$ cat config.mk
export PLATFORM = sky130hd
export DESIGN_NAME = text_console_writer
export DESIGN_NICKNAME = d
export VERILOG_FILES = /design/src/rtl/text_console_pkg.sv /design/src/rtl/text_cursor.sv /design/src/rtl/text_console_writer.sv
export SDC_FILE = /design/constraint.sdc
export NUM_CORES = 1
export LEC_CHECK = 0
export ABC_AREA = 0
export CORE_AREA = 2 2 75 149
export CTS_CLUSTER_SIZE = 24
export DETAILED_ROUTE_END_ITERATION = 12
export DIE_AREA = 0 0 77 151
export PLACE_DENSITY = 0.82
export SYNTH_ARGS = -nofsm -noshare
export SYNTH_HDL_FRONTEND = slang
export SYNTH_HIERARCHICAL = 1
export SYNTH_SLANG_ARGS = --single-unit
export TNS_END_PERCENT = 10
$ cat constraint.sdc
create_clock -name clk_sys -period 9 [get_ports clk_sys]
set_input_delay 1.35 -clock clk_sys [delete_from_list [all_inputs] [get_ports clk_sys]]
set_output_delay 1.35 -clock clk_sys [all_outputs]
set_load 0.01 [all_outputs]
$ cat src/rtl/text_console_pkg.sv
// Shared constants, control codes and state encoding for the text console writer.
`default_nettype none

package text_console_pkg;

    localparam int DEF_COLS = 100;
    localparam int DEF_ROWS = 30;

    localparam logic [7:0] CH_LF    = 8'h0A;
    localparam logic [7:0] CH_CR    = 8'h0D;
    localparam logic [7:0] CH_BS    = 8'h08;
    localparam logic [7:0] CH_FF    = 8'h0C;
    localparam logic [7:0] CH_TAB   = 8'h09;
    localparam logic [7:0] CH_SPACE = 8'h20;

    typedef enum logic [1:0] {
        IDLE       = 2'd0,
        CLR_LINE   = 2'd1,
        CLR_SCREEN = 2'd2
    } state_t;

    // Low byte of every blank cell; the attribute fills the high byte.
    localparam logic [7:0] BLANK_LOW = CH_SPACE;

    function automatic logic [15:0] blank_word(input logic [7:0] attr);
        return {attr, BLANK_LOW};
    endfunction

endpackage

`default_nettype wire

$ cat src/rtl/text_cursor.sv
// Cursor position tracker: column, row and running line_base (row*COLS without a multiplier).
`default_nettype none

module text_cursor
    import text_console_pkg::*;
#(
    parameter int COLS = DEF_COLS,
    parameter int ROWS = DEF_ROWS
) (
    input  logic        clk_sys,
    input  logic        reset,
    input  logic        home,
    input  logic        row_adv,
    input  logic        col_inc,
    input  logic        col_dec,
    input  logic        col_load,
    input  logic [6:0]  col_val,
    output logic [6:0]  col,
    output logic [4:0]  row,
    output logic [11:0] line_base,
    output logic [11:0] next_base
);

    localparam logic [4:0]  LAST_ROW = 5'(ROWS - 1);
    localparam logic [11:0] COLS_W   = 12'(COLS);

    assign next_base = (row == LAST_ROW) ? 12'd0 : line_base + COLS_W;

    always_ff @(posedge clk_sys or negedge reset) begin
        if (!reset) begin
            col       <= '0;
            row       <= '0;
            line_base <= '0;
        end else if (home) begin
            col       <= '0;
            row       <= '0;
            line_base <= '0;
        end else if (row_adv) begin
            col       <= '0;
            row       <= (row == LAST_ROW) ? 5'd0 : row + 5'd1;
            line_base <= next_base;
        end else if (col_load) begin
            col <= col_val;
        end else if (col_inc) begin
            col <= col + 7'd1;
        end else if (col_dec) begin
            col <= col - 7'd1;
        end
    end

endmodule

`default_nettype wire

$ cat src/rtl/text_console_writer.sv
// Byte-stream to text-RAM writer with cursor tracking and line/screen clears.
// Optional TAB handling is enabled by defining TEXT_CONSOLE_TAB_EN.
`default_nettype none

module text_console_writer
    import text_console_pkg::*;
#(
    parameter int         COLS           = DEF_COLS,
    parameter int         ROWS           = DEF_ROWS,
    parameter logic [7:0] BLANK_ATTR     = 8'h0F,
    parameter bit         CLEAR_ON_RESET = 1'b1
) (
    input  logic        clk_sys,
    input  logic        reset,
    input  logic        char_valid,
    input  logic [7:0]  char_data,
    input  logic [7:0]  char_attr,
    output logic        char_ready,
    input  logic        clear_req,
    output logic        busy,
    output logic        ram_ce,
    output logic [11:0] ram_addr,
    output logic [15:0] ram_data,
    output logic [6:0]  cursor_col,
    output logic [4:0]  cursor_row
);

    localparam logic [11:0] SCREEN_LAST = 12'(COLS * ROWS - 1);
    localparam logic [11:0] COLS_M1     = 12'(COLS - 1);
    localparam logic [6:0]  LAST_COL    = 7'(COLS - 1);

    state_t      state, state_d;
    logic [11:0] clr_addr, clr_addr_d;
    logic [11:0] clr_end, clr_end_d;
    logic [7:0]  clr_attr, clr_attr_d;
    logic        init_pending, init_d;
    logic        ram_ce_d;
    logic [11:0] ram_addr_d;
    logic [15:0] ram_data_d;

    logic        cur_home, cur_adv, cur_inc, cur_dec, cur_load;
    logic [6:0]  cur_val;
    logic [6:0]  col;
    logic [4:0]  row;
    logic [11:0] line_base, next_base;

    logic        go_line, go_screen;
    logic [7:0]  go_attr;
    logic        is_print;
    logic [11:0] wr_addr;
`ifdef TEXT_CONSOLE_TAB_EN
    logic [7:0]  tab_target;
    assign tab_target = {1'b0, col[6:3], 3'b000} + 8'd8;
`endif

    text_cursor #(.COLS(COLS), .ROWS(ROWS)) u_cursor (
        .clk_sys   (clk_sys),
        .reset     (reset),
        .home      (cur_home),
        .row_adv   (cur_adv),
        .col_inc   (cur_inc),
        .col_dec   (cur_dec),
        .col_load  (cur_load),
        .col_val   (cur_val),
        .col       (col),
        .row       (row),
        .line_base (line_base),
        .next_base (next_base)
    );

    assign cursor_col = col;
    assign cursor_row = row;
    assign busy       = (state != IDLE);
    // The pending power-on clear must win over incoming bytes.
    assign char_ready = (state == IDLE) && !clear_req && !init_pending;
    assign is_print   = (char_data >= 8'h20) && (char_data <= 8'h7E);
    assign wr_addr    = line_base + 12'(col);

    always_ff @(posedge clk_sys or negedge reset) begin
        if (!reset) begin
            state        <= IDLE;
            clr_addr     <= '0;
            clr_end      <= '0;
            clr_attr     <= '0;
            init_pending <= CLEAR_ON_RESET;
            ram_ce       <= 1'b0;
            ram_addr     <= '0;
            ram_data     <= '0;
        end else begin
            state        <= state_d;
            clr_addr     <= clr_addr_d;
            clr_end      <= clr_end_d;
            clr_attr     <= clr_attr_d;
            init_pending <= init_d;
            ram_ce       <= ram_ce_d;
            ram_addr     <= ram_addr_d;
            ram_data     <= ram_data_d;
        end
    end

    always_comb begin
        state_d    = state;
        clr_addr_d = clr_addr;
        clr_end_d  = clr_end;
        clr_attr_d = clr_attr;
        init_d     = init_pending;
        ram_ce_d   = 1'b0;
        ram_addr_d = ram_addr;
        ram_data_d = ram_data;
        cur_home   = 1'b0;
        cur_adv    = 1'b0;
        cur_inc    = 1'b0;
        cur_dec    = 1'b0;
        cur_load   = 1'b0;
        cur_val    = '0;
        go_line    = 1'b0;
        go_screen  = 1'b0;
        go_attr    = char_attr;

        case (state)
            IDLE: begin
                if (clear_req) begin
                    go_screen = 1'b1;
                    init_d    = 1'b0;
                end else if (init_pending) begin
                    go_screen = 1'b1;
                    go_attr   = BLANK_ATTR;
                    init_d    = 1'b0;
                end else if (char_valid) begin
                    if (is_print) begin
                        ram_ce_d   = 1'b1;
                        ram_addr_d = wr_addr;
                        ram_data_d = {char_attr, 1'b0, char_data[6:0]};
                        if (col == LAST_COL) begin
                            cur_adv = 1'b1;
                            go_line = 1'b1;
                        end else begin
                            cur_inc = 1'b1;
                        end
                    end else begin
                        case (char_data)
                            CH_LF: begin
                                cur_adv = 1'b1;
                                go_line = 1'b1;
                            end
                            CH_CR: cur_load = 1'b1;
                            CH_BS: begin
                                if (col != 7'd0) begin
                                    cur_dec    = 1'b1;
                                    ram_ce_d   = 1'b1;
                                    ram_addr_d = wr_addr - 12'd1;
                                    ram_data_d = blank_word(char_attr);
                                end
                            end
                            CH_FF: go_screen = 1'b1;
`ifdef TEXT_CONSOLE_TAB_EN
                            CH_TAB: begin
                                if (tab_target >= 8'(COLS)) begin
                                    cur_adv = 1'b1;
                                    go_line = 1'b1;
                                end else begin
                                    cur_load = 1'b1;
                                    cur_val  = tab_target[6:0];
                                end
                            end
`endif
                            default: ;
                        endcase
                    end
                end
            end
            CLR_LINE: begin
                if (clear_req) begin
                    go_screen = 1'b1;
                end else begin
                    ram_ce_d   = 1'b1;
                    ram_addr_d = clr_addr;
                    ram_data_d = blank_word(clr_attr);
                    if (clr_addr == clr_end) state_d = IDLE;
                    else clr_addr_d = clr_addr + 12'd1;
                end
            end
            CLR_SCREEN: begin
                ram_ce_d   = 1'b1;
                ram_addr_d = clr_addr;
                ram_data_d = blank_word(clr_attr);
                if (clr_addr == clr_end) begin
                    state_d  = IDLE;
                    cur_home = 1'b1;
                end else begin
                    clr_addr_d = clr_addr + 12'd1;
                end
            end
            default: state_d = IDLE;
        endcase

        if (go_screen) begin
            state_d    = CLR_SCREEN;
            clr_addr_d = '0;
            clr_end_d  = SCREEN_LAST;
            clr_attr_d = go_attr;
        end else if (go_line) begin
            state_d    = CLR_LINE;
            clr_addr_d = next_base;
            clr_end_d  = next_base + COLS_M1;
            clr_attr_d = char_attr;
        end
    end

endmodule

`default_nettype wire

* After elaboration in Yosys (flattened, before gate mapping)
Index checks and enable logic that the tools add are counted.
Cells by class: order comparisons 2, mux-type cells 85, bitwise logic cells 0, shift operators 0, $add $sub $neg 8, divide/modulo/power cells 0, equality and inequality tests 17, multiply operators 0, reduce and logical (&&, ||, !) cells 16
Operators with widths (count):
- 12-bit 2-to-1 mux | 16
- 16-bit 2-to-1 mux | 7
- 16-bit one-hot mux with 3 select lines | 1
- 8-bit 2-to-1 mux | 5
- 1-bit 2-to-1 mux | 39
- 12-bit one-hot mux with 3 select lines | 1
- 7-bit 2-to-1 mux | 5
- 8-bit by 4-bit equality test with 1-bit output (second input constant) | 4
- 12-bit by 7-bit adder with 12-bit output (second input constant) | 2
- 12-bit one-hot mux with 2 select lines | 1
- 5-bit 2-to-1 mux | 3
- 12-bit by 1-bit adder with 12-bit output (second input constant) | 1
- 12-bit by 7-bit adder with 12-bit output | 1
- 12-bit equality test | 1
- 12-bit by 1-bit subtractor with 12-bit output (second input constant) | 1
- 8-bit by 6-bit >= comparator with 1-bit output (second input constant) | 1
- 8-bit by 7-bit less-or-equal comparator with 1-bit output (second input constant) | 1
- 2-bit 2-to-1 mux | 4
- 2-bit inequality test (second input constant) | 4
- 7-bit by 1-bit adder with 7-bit output (second input constant) | 1
- 7-bit equality test (second input constant) | 1
- 7-bit AND reduction | 1
- 7-bit nonzero test | 1
- 7-bit by 1-bit subtractor with 7-bit output (second input constant) | 1
- 18 further kinds | 25
Storage, ports and cells: latch bits 0, input bits 20, register bits 88, memories kept 0, output and inout bits 43, logic and storage cells 139, bits in read-only memories 0, memory bits (writable) 0

* Longest topological paths before layout
Gate-level depths: netlist (run 1).
depth in word-level cells 13, mapped depth 14, gate-level depth less buffers 12

* By module
Netlist (run 1), hierarchy kept.
Modules (own cells, without submodules):
- text_console_writer | cells each 476, instances 1, area an instance 4077.7 um^2, sequential area each 1577.8 um^2
- text_cursor | cells each 175, instances 1, area an instance 1591.5 um^2, sequential area each 600.6 um^2

* Worst setup path after synthesis (run 1)
Ideal clock, no wire load.
path type in2reg, from input port char_data[3], to register u_cursor.col[5], data arrival time 4033 ps, data required time 8901 ps, cell stages on the path 10, path slack 4867 ps, buffers on the path 1, setup time 99 ps, cells stage by stage and4_1 -> a211o_1 -> clkbuf_1 -> nor3_1 -> inv_1 -> ha_1 -> and3_1 -> a2111oi_2 -> xor2_1 -> a311oi_1
On the way: longest elaborated chain between the ends 11, elaborated cells on any way between the ends 34, those cells by class order compare: 2; eq/ne: 3; mux: 27; reduce/logical: 2
RTL lines:
- start: declaration | RTL line text_console_writer.sv:16 | input logic [7:0] char_data,
- 8-bit by 6-bit >= comparator with 1-bit output or 8-bit by 7-bit less-or-equal comparator with 1-bit output (tied branches) | RTL line text_console_writer.sv:76 | assign is_print = (char_data >= 8'h20) && (char_data <= 8'h7E);
- 1-bit logical AND (*) | RTL line text_console_writer.sv:76
- 1-bit 2-to-1 mux (*) | RTL line text_console_writer.sv:130 | if (is_print) begin
- 1-bit 2-to-1 mux (*) | RTL line text_console_writer.sv:129 | end else if (char_valid) begin
- 1-bit 2-to-1 mux (*) | RTL line text_console_writer.sv:125 | end else if (init_pending) begin
- 1-bit 2-to-1 mux (*) | RTL line text_console_writer.sv:122 | if (clear_req) begin
- 1-bit 2-to-1 mux (*) | RTL line text_console_writer.sv:120 | case (state)
- via cur_inc | RTL line text_console_writer.sv:41 | logic cur_home, cur_adv, cur_inc, cur_dec, cur_load;
- 7-bit 2-to-1 mux | RTL line text_cursor.sv:44 | end else if (col_inc) begin
- 7-bit 2-to-1 mux | RTL line text_cursor.sv:42 | end else if (col_load) begin
- 7-bit 2-to-1 mux | RTL line text_cursor.sv:38 | end else if (row_adv) begin
- 7-bit 2-to-1 mux | RTL line text_cursor.sv:34 | end else if (home) begin
- end signal: assignment | RTL line text_cursor.sv:43 | col <= col_val;
- end signal: assignment | RTL line text_cursor.sv:45 | col <= col + 7'd1;
- end signal: assignment | RTL line text_cursor.sv:47 | col <= col - 7'd1;
- end: declaration | RTL line text_cursor.sv:18 | output logic [6:0] col,
The timed path passes the listed nets; every way through them passes the cells marked *. A chain may end at the register's enable or synchronous reset.

* Worst setup path in the final report (run 1)
from input port char_data[2], to register u_cursor.col[5]
Same word-level chain as after synthesis.

==> results of run 1 <==
## sequential cells by signal (all words and copies together), names as in the netlist
signal / count
ram_data: 15
ram_addr: 12
clr_addr: 12
clr_end: 12
state: 2
init_pending: 1
u_cursor/line_base: 12
u_cursor/row: 5
clr_attr: 8
u_cursor/col: 7
ram_ce: 1
## cell type report
type                       instances  area share (%)
multi-input combinational        519            49.0
sequential                        87            32.1
timing repair buffer              68            9.74
clock buffer                      12            3.93
tap                              137            2.53
clock inverter                     4            1.46
inverter                          23            1.27
## path summary, 6_finish.rpt
check	startpoint	endpoint	slack, ns	cells past startpoint
setup / recovery	char_data[2]	u_cursor/col[5]	4.29	10
hold / removal	ram_data[4]	ram_data[4]	0.48	2
setup reg to reg	state[1]	u_cursor/col[5]	5.00	12
hold reg to reg	ram_data[4]	ram_data[4]	0.48	2
max in group asynchronous	reset	ram_addr[6]	6.98	2
min in group asynchronous	reset	u_cursor/col[2]	0.96	1
## cells in the final DEF, fill, tap and decap left out, types with 13 or more instances in the layout
cell type / synthesis / layout
a21oi_1: 42 / 42
clkdlybuf4s50_1: 0 / 60
dfrtp_1: 86 / 86
ha_1: 23 / 23
inv_1: 22 / 22
mux2i_1: 15 / 15
nand2_1: 84 / 84
nand3_1: 26 / 26
nand4_1: 13 / 13
nor2_1: 52 / 52
nor3_1: 24 / 24
o21ai_0: 42 / 42
xnor2_1: 33 / 33
xor2_1: 24 / 24
## where the power goes
group	total, W	internal (W)	switching, W
sequential	0.000579	0.000484	0.0000943
clock	0.000452	0.000295	0.000157
combinational	0.000763	0.000342	0.000421
total	0.00179	0.00112	0.000673
## worst register-to-register path, stage by stage, from the launching register on
cell and delay, ns:
dfrtp_1 0.45, inv_1 0.12, ha_1 0.36, inv_1 0.19, nor3_1 0.25, nand2_1 0.12, nor3_1 0.61, inv_1 0.32
ha_1 0.44, and3_1 0.22, a2111oi_2 0.44, xor2_1 0.12, a311oi_1 0.27
## cell families (layout without fill, tap and decap cells)
group                      count (synthesis)  count (layout)  share of synthesized area (%)
other                                      1               8                         0.0661
buffers and inverters                     52             107                           3.64
adders and majority gates                 25              25                           5.78
DFF                                       87              87                           38.4
xor gates and xnor gates                  57              57                           8.81
muxes                                     15              15                           2.65
AOI/OAI and AO/OA                        161             161                           18.9
and+or+nand+nor                          253             253                           21.7
## synth_stat cells, drive strengths merged (3+ instances only)
master	n
and2	12
and3	12
nand3	26
a211o	6
a31o	4
and4	4
nor3	25
clkbuf	24
nor3b	3
a22o	4
a21o	5
mux2i	15
dfrtp	86
o21ai	45
a221o	3
ha	23
or2	3
nand2	84
a21oi	42
nor2b	4
o31ai	6
nor4	4
o211ai	4
o21a	3
o22ai	6
nor2	53
xor2	24
buf	5
nand4	13
xnor2	33
inv	22
a311oi	4
a211oi	6
a221oi	3
## layer usage
metal  global-route usage [%]  part of all wire (%)  up-vias
li1                         -                     -     2444
met1                     28.9                    36     2588
met2                     55.7                    56      193
met3                     4.47                   4.1       47
met4                     14.7                   4.0        0
met5                        0                     0        -
## metrics by stage
step	instance area, sq um	power, W	utilization, %
after floorplan	5700	0.00103	-
after global placement	6420	0.00129	61.2
after detailed placement	6420	0.00133	61.2
after CTS	6780	0.00179	64.7
after global routing	6780	0.00190	64.7
final	6780	0.00179	64.7
==> run metrics, run 1 <==
Num CTS Buffers=9; Nets=753; top cell family by delay on the critical path=compound AO/OA/AOI/OAI gates; Hold Vio Cnt, Final=0; Root Buffer=clkbuf_16; Die X=77 um; antenna violations before repair=0; clk_lat worst skew=0.35 ns; die height=151 um; fill count=879; synth warn=6; largest net degree at the start of global routing=55; worst path cell trace=clkdlybuf4s50_1 > and4_1 > a211o_1 > nor3_1 > inv_1 > ha_1 > and3_1 > a2111oi_2 > xor2_1 > a311oi_1; gr ovfl total=0; Final WS setup=4.29 ns; TNS Setup=0 ns; CTS Hold Buffers Added=0; CTS tree=yes; pre-CTS WS=4.00 ns; number of gates resized after CTS=0; Wirelength per Cell=18.8 um; fraction of registers with async set/reset=100%; pwr dens=264 nW/um^2; achievable clock frequency=212 MHz; routed wire length=15900 um; detailed-router iteration count before antenna repair=5; num rows=53; buffer and inverter count on the worst path=2; first-pass GRT wire length=26200 um; Die Area=11600 sq um; Least-Margin Pin Slew=0.725 ns; CP max-delay cell=nor3_1; antenna cell count=0; critical path endpoint category=register; Core Area=10500 sq um; number of flops mapped to enable cells by yosys=0; Final Setup Violations=0; via-per-instance ratio=6.20; crit path DAT=4.97 ns; H-Tree Depth=3; register area=2180 sq um; peak supply drop=0.142 mV; crit path time final=4.71 ns; Max Slew Vio Count=0; crit start category=input port; Reg clk slew, reported paths=0.07 ns; leading area contributor after synthesis=dfrtp_1; Post-Synthesis Cells=651; Post-synth top flop=dfrtp_1; initial core utilization=54.1%; Final Non-Filler Cells=850; GRT Resource Usage Total=28.6%; gpl congestion=0.946; share of cells above drive strength 1=5.89%; # DRC=0; Inst Count DP=834; clk_skew=0.00897 ns; sequential share of the synthesized area=38.4%; Avg Cell Area, Syn=8.71 sq um; Worst Path Required=9.25 ns; Unique masters post-synth=74; area occupied by multi-input gates=3320 sq um; boundary pin count=63; P&R area growth vs syn=19.6%; post-synthesis instance area=5670 sq um; Clock Tree Buf Depth=2; dpl hpwl=11600 um; postcts setup bufs=0; RSZ-0062 raised after global routing=no; # Max-Cap Violations=0; via count=5272; post-synthesis register bit count=87; Synth area leaders=dfrtp_1, nand2_1, xnor2_1; number of DRC markers in iteration 0=434; P_leak=2.88 nW; # clock sinks=87; critical path type=input port to register; number of global-route vias before repair=5344; outcome=complete, no violations; Post-DRT Antenna Nets=0; Port-buffer cells=61; worst-path maximum fanout=9; highest cell delay on the worst timing path=0.63 ns; fin crit share=52.4%; Hold Path Class=register to register; Slew headroom=51.7%; worst hold slack=0.484 ns; Yosys top cell area share=38.0%
Power figures use the tool's default switching activity.
==> run 2, diff against run 1 <==
- CORE_AREA: 2 2 75 149 -> 2 2 77 153
- DIE_AREA: 0 0 77 151 -> 0 0 79 155
- PLACE_DENSITY: 0.82 -> 0.81
- clock period: 9 -> 4.12 ns (I/O delays scaled with it)
==> run 2 against run 1 <==
  * Routed wire length down 8.9%
  * Hold slack worse by 0.044 ns
  * First-iteration DRC count is 3.2% higher
  * Sequential power increased by 120%
  * Count of clock-buffer cells in the layout decreased by 1
  * Global-route usage down 4.1 points
  * Utilization down 3.7 points
  * Combinational power increased by 110%
  * Cell area up 0.30%
  * Largest power group unchanged
  * Highest routed layer unchanged
==> run metrics, run 2 (synthesis results as in run 1) <==
Die Area=12200 sq um (was 11600 sq um); worst hold slack=0.440 ns (was 0.484 ns); P_leak=2.89 nW (was 2.88 nW); TNS Setup=0 ns (unchanged); gpl congestion=0.951 (was 0.946); H-Tree Depth=3 (unchanged); number of gates resized after CTS=0 (unchanged); boundary pin count=63 (unchanged); Max Slew Vio Count=0 (unchanged); worst-path maximum fanout=9 (unchanged); RSZ-0062 raised after global routing=no (unchanged); met2 Resource Use GR=39.8% (was 55.7%); Crit. Startpoint=state[0] (was char_data[2]); worst r2r src=state[0] (was state[1]); antenna cell count=0 (unchanged); Clock Tree Buf Depth=2 (unchanged); crit path DAT=3.83 ns (was 4.97 ns); GRT Resource Usage Total=24.5% (was 28.6%); Reg clk slew, reported paths=0.06 ns (was 0.07 ns); pwr dens=564 nW/um^2 (was 264 nW/um^2); Die X=79 um (was 77 um); Hold Path Class=input port to async pin (was register to register); # DRC=0 (unchanged); CP max-delay cell=dfrtp_1 (was nor3_1); Port-buffer cells=61 (unchanged); crit start category=register (was input port); largest net degree at the start of global routing=88 (was 55); num rows=55 (was 53); Nets=756 (was 753); peak supply drop=0.291 mV (was 0.142 mV); routed wire length=14500 um (was 15900 um); Least-Margin Pin Slew=1.10 ns (was 0.725 ns); M3 GR Usage=3.48% (was 4.47%); clk_skew=0.00406 ns (was 0.00897 ns); Num CTS Buffers=9 (unchanged); dpl hpwl=10600 um (was 11600 um); CTS Hold Buffers Added=0 (unchanged); most common cell after layout, fill and taps aside=dfrtp_1 (unchanged); postcts setup bufs=0 (unchanged); Hold Vio Cnt, Final=0 (unchanged); Root Buffer=clkbuf_16 (unchanged); CTS tree=yes (unchanged); Reg with most FFs=ram_data (unchanged); number of DRC markers in iteration 0=448 (was 434); clk_lat worst skew=0.35 ns (about the same); number of flip-flops in the largest register=15 (unchanged); achievable clock frequency=279 MHz; crit path time final=3.58 ns; initial core utilization=50.9% (was 54.1%); Placed Area=6450 sq um (was 6420 sq um); fin util=61.0% (was 64.7%); worst path cell trace=inv_1 > ha_1 > inv_1 > nor3_1 > nand2_1 > nor3_1 > inv_1 > ha_1 > and3_1 > a2111oi_2 > xor2_1 > a311oi_1 (was clkdlybuf4s50_1 > and4_1 > a211o_1 > nor3_1 > inv_1 > ha_1 > and3_1 > a2111oi_2 > xor2_1 > a311oi_1); P&R area growth vs syn=20.0% (was 19.6%); gr ovfl total=0 (unchanged); commonest non-fill, non-tap cells in the layout=dfrtp_1, nand2_1, clkdlybuf4s50_1, nor2_1 (unchanged); total power draw=0.00384 W (was 0.00179 W); design area=6800 sq um (was 6780 sq um); detailed-router iteration count before antenna repair=5 (unchanged); share of cells above drive strength 1=6.28% (was 5.89%); Slew headroom=26.8% (was 51.7%); # Max-Cap Violations=0 (unchanged); fin crit share=86.9%; via count=5182 (was 5272); Worst Path Required=4.37 ns (was 9.25 ns); Core Area=11100 sq um (was 10500 sq um); first-pass GRT wire length=23800 um (was 26200 um); Post-DRT Antenna Nets=0 (unchanged); GR peak layer=met2 (unchanged); outcome=complete, no violations (unchanged); critical path endpoint category=register (unchanged); die height=155 um (was 151 um); # clock sinks=87 (unchanged); Final Setup Violations=0 (unchanged); critical path type=register to register (was input port to register); highest cell delay on the worst timing path=0.43 ns (was 0.63 ns); GRT met1 Usage=32.2% (was 28.9%); antenna violations before repair=0 (unchanged); Wirelength per Cell=16.9 um (was 18.8 um); number of global-route vias before repair=4891 (was 5344); via-per-instance ratio=6.04 (was 6.20); CP most frequent cell=inv_1
## run 2: cell types whose count changed in the layout (fill, tap and decap cells not counted), sizes merged
cell,before,now
buf,8,11
clkbuf,12,11
clkinv,1,3
inv,23,22
## run 2: final cells by class
| class | count | area (sq um) |
|---|---|---|
| fill | 947 | 4350 |
| clock inverter | 5 | 104 |
| timing repair buffer | 71 | 683 |
| multi-input combinational | 519 | 3320 |
| clock buffer | 11 | 253 |
| inverter | 23 | 86.3 |
| sequential | 87 | 2180 |
| tap | 142 | 178 |
## run 2: final timing paths
| path | slack [ns] | cells after the start | endpoint |
|---|---|---|---|
| hold / removal | 0.44 | 1 | u_cursor/col[1] |
| setup / recovery | 0.54 | 12 | u_cursor/col[5] |
| hold reg to reg | 0.47 | 2 | ram_data[3] |
| max in group asynchronous | 2.94 | 1 | clr_addr[2] |
| min in group clk_sys | 0.47 | 2 | ram_data[3] |
| setup reg to reg | 0.54 | 12 | u_cursor/col[5] |
## run 2: layer usage
layer	up-vias	share of wire, %
met5	-	0
met4	0	3.7
met3	53	6.7
met2	236	49
met1	2443	41
li1	2450	-
## run 2: worst max-delay path, delay by kind of cell (launching register included)
kind / cells / cell delay [ns]
buffers and inverters: 3 / 0.53
xor gates and xnor gates: 1 / 0.11
and+or+nand+nor: 4 / 0.98
adders and majority gates: 2 / 0.76
DFF: 1 / 0.43
AOI/OAI and AO/OA: 2 / 0.67
## run 2: stage by stage
step	instances	worst slack (ns)
floorplan	658	0.521
global placement	842	0.461
detailed placement	842	0.394
CTS	858	0.575
global route	858	0.324
finish	858	0.539
## run 2: power by group
part	switching (W)	internal (W)
clock network	0.000336	0.000625
registers	0.000205	0.00106
logic	0.000867	0.000750
==> run 3, diff against run 2 <==
- CORE_AREA: 2 2 77 153 -> 2 2 120 99
- DIE_AREA: 0 0 79 155 -> 0 0 122 101
==> run 3 against run 2 <==
  * Non-clock buffer count unchanged
  * Total power down 3.3%
  * Largest cell class unchanged
  * Clock skew up 0.0059 ns
  * Sequential share of layout area up 0.24 points
  * Hold slack worse by 0.060 ns
  * Critical path depth unchanged
  * Combinational power about the same
  * Worst setup slack better by 0.19 ns
  * Count of clock-buffer cells in the layout down 2
  * Cell count up 0.70%
  * Maximum frequency up 5.7%
  * Sequential power about the same
  * Critical endpoint unchanged
==> run metrics, run 3 (synthesis results as in run 1) <==
Wirelength per Cell=17.7 um (was 16.9 um); crit path time final=3.39 ns (was 3.58 ns); H-Tree Depth=3 (unchanged); Least-Margin Pin Slew=0.876 ns (was 1.10 ns); pwr dens=550 nW/um^2 (was 564 nW/um^2); critical path endpoint category=register (unchanged); Hold Vio Cnt, Final=0 (unchanged); clk_lat worst skew=0.35 ns (about the same); top cell family by delay on the critical path=simple AND/OR/NAND/NOR gates (unchanged); via count=5227 (was 5182); most common cell after layout, fill and taps aside=dfrtp_1 (unchanged); Num CTS Buffers=9 (unchanged); pre-CTS WS=0.386 ns (was 0.394 ns); GRT met1 Usage=35.9% (was 32.2%); gpl congestion=0.943 (was 0.951); Post-DRT Antenna Nets=0 (unchanged); clk_skew=0.00999 ns (was 0.00406 ns); fin util=60.5% (was 61.0%); die height=101 um (was 155 um); num rows=35 (was 55); Die Area=12300 sq um (was 12200 sq um); share of cells above drive strength 1=6.28% (unchanged); Worst Path Required=4.37 ns (about the same); Slew headroom=41.6% (was 26.8%); CTS Hold Buffers Added=0 (unchanged); Final WS setup=0.733 ns (was 0.539 ns); number of gates resized after CTS=0 (unchanged); Hold Path Class=input port to async pin (unchanged); highest cell delay on the worst timing path=0.43 ns (about the same); critical path type=register to register (unchanged); detailed-router iteration count before antenna repair=5 (unchanged); crit start category=register (unchanged); Reg clk slew, reported paths=0.07 ns (was 0.06 ns); via-per-instance ratio=6.05 (was 6.04); initial core utilization=50.8% (was 50.9%); dpl hpwl=11200 um (was 10600 um); Die X=122 um (was 79 um); worst path cell trace=inv_1 > ha_1 > inv_1 > nor3_1 > nand2_1 > nor3_1 > inv_1 > ha_1 > and3_1 > a2111oi_2 > xor2_1 > a311oi_1 (unchanged); Clock Tree Buf Depth=2 (unchanged); RSZ-0062 raised after global routing=no (unchanged); Root Buffer=clkbuf_16 (unchanged); CP max-delay cell=dfrtp_1 (unchanged); Nets=756 (unchanged); number of global-route vias before repair=5170 (was 4891); critical path depth in cells=12 (unchanged); # clock sinks=87 (unchanged); largest net degree at the start of global routing=68 (was 88); fin crit share=82.2% (was 86.9%); P_leak=2.86 nW (was 2.89 nW); worst-path maximum fanout=9 (unchanged); Max Slew Vio Count=0 (unchanged); TNS Setup=0 ns (unchanged); Core Area=11200 sq um (was 11100 sq um); Reg2Reg Depth=12 (unchanged); worst hold slack=0.380 ns (was 0.440 ns); first-pass GRT wire length=25300 um (was 23800 um); number of flip-flops in the largest register=15 (unchanged); GRT Resource Usage Total=26.2% (was 24.5%); P&R area growth vs syn=19.1% (was 20.0%); # DRC=0 (unchanged); antenna cell count=0 (unchanged); CTS tree=yes (unchanged); Final Setup Violations=0 (unchanged); Reg with most FFs=ram_data (unchanged); crit path DAT=3.64 ns (was 3.83 ns); # Max-Cap Violations=0 (unchanged); M3 GR Usage=4.98% (was 3.48%); buffer and inverter count on the worst path=3 (unchanged); boundary pin count=63 (unchanged); postcts setup bufs=0 (unchanged); gr ovfl total=0 (unchanged); Port-buffer cells=61 (unchanged); outcome=complete, no violations (unchanged); routed wire length=15300 um (was 14500 um); CP most frequent cell=inv_1 (unchanged); commonest non-fill, non-tap cells in the layout=dfrtp_1, nand2_1, clkdlybuf4s50_1, nor2_1 (unchanged); number of DRC markers in iteration 0=434 (was 448); met2 Resource Use GR=42.0% (was 39.8%); antenna violations before repair=0 (unchanged); GR peak layer=met2 (unchanged); achievable clock frequency=295 MHz (was 279 MHz); peak supply drop=0.245 mV (was 0.291 mV)
==> run 3: cell types whose count changed in the layout (fill, tap and decap cells not counted), moves of 2 or more <==
cell,before,now
inv_8,0,2
bufinv_16,3,0
inv_6,0,3
clkbuf_8,2,0
==> run 3: layout make-up <==
| class | instances | area [sq um] |
|---|---|---|
| sequential | 87 | 2180 |
| clock buffer | 9 | 225 |
| clock inverter | 7 | 61.3 |
| tap | 148 | 185 |
| timing repair buffer | 71 | 696 |
| inverter | 23 | 86.3 |
| fill | 945 | 4410 |
| multi-input combinational | 519 | 3320 |
==> run 3: routing by layer <==
| layer | vias up | routed length [um] |
|---|---|---|
| li1 | 2448 | - |
| met5 | - | 0 |
| met2 | 231 | 6910 |
| met3 | 29 | 1130 |
| met1 | 2519 | 6940 |
| met4 | 0 | 303 |
==> run 3: final timing paths <==
path	from	to	slack (ns)
max reg2reg	state[0]	u_cursor/col[5]	0.73
min reg2reg	ram_data[2]	ram_data[2]	0.47
max	state[0]	u_cursor/col[5]	0.73
max in group asynchronous	reset	state[0]	2.93
min in group clk_sys	ram_data[2]	ram_data[2]	0.47
min	reset	u_cursor/col[5]	0.38
==> run 3: power by group <==
part | internal [W] | switching (W)
Combinational | 0.000755 | 0.000876
Clock | 0.000423 | 0.000385
Sequential | 0.00106 | 0.000217
==> run 3: stage by stage <==
step / power [W] / instance area [sq um] / instances
after global placement: 0.00286 / 6470 / 848
final: 0.00371 / 6750 / 864
after CTS: 0.00373 / 6750 / 864
after detailed placement: 0.00291 / 6470 / 848
after global routing: 0.00397 / 6750 / 864
after floorplan: 0.00225 / 5700 / 658
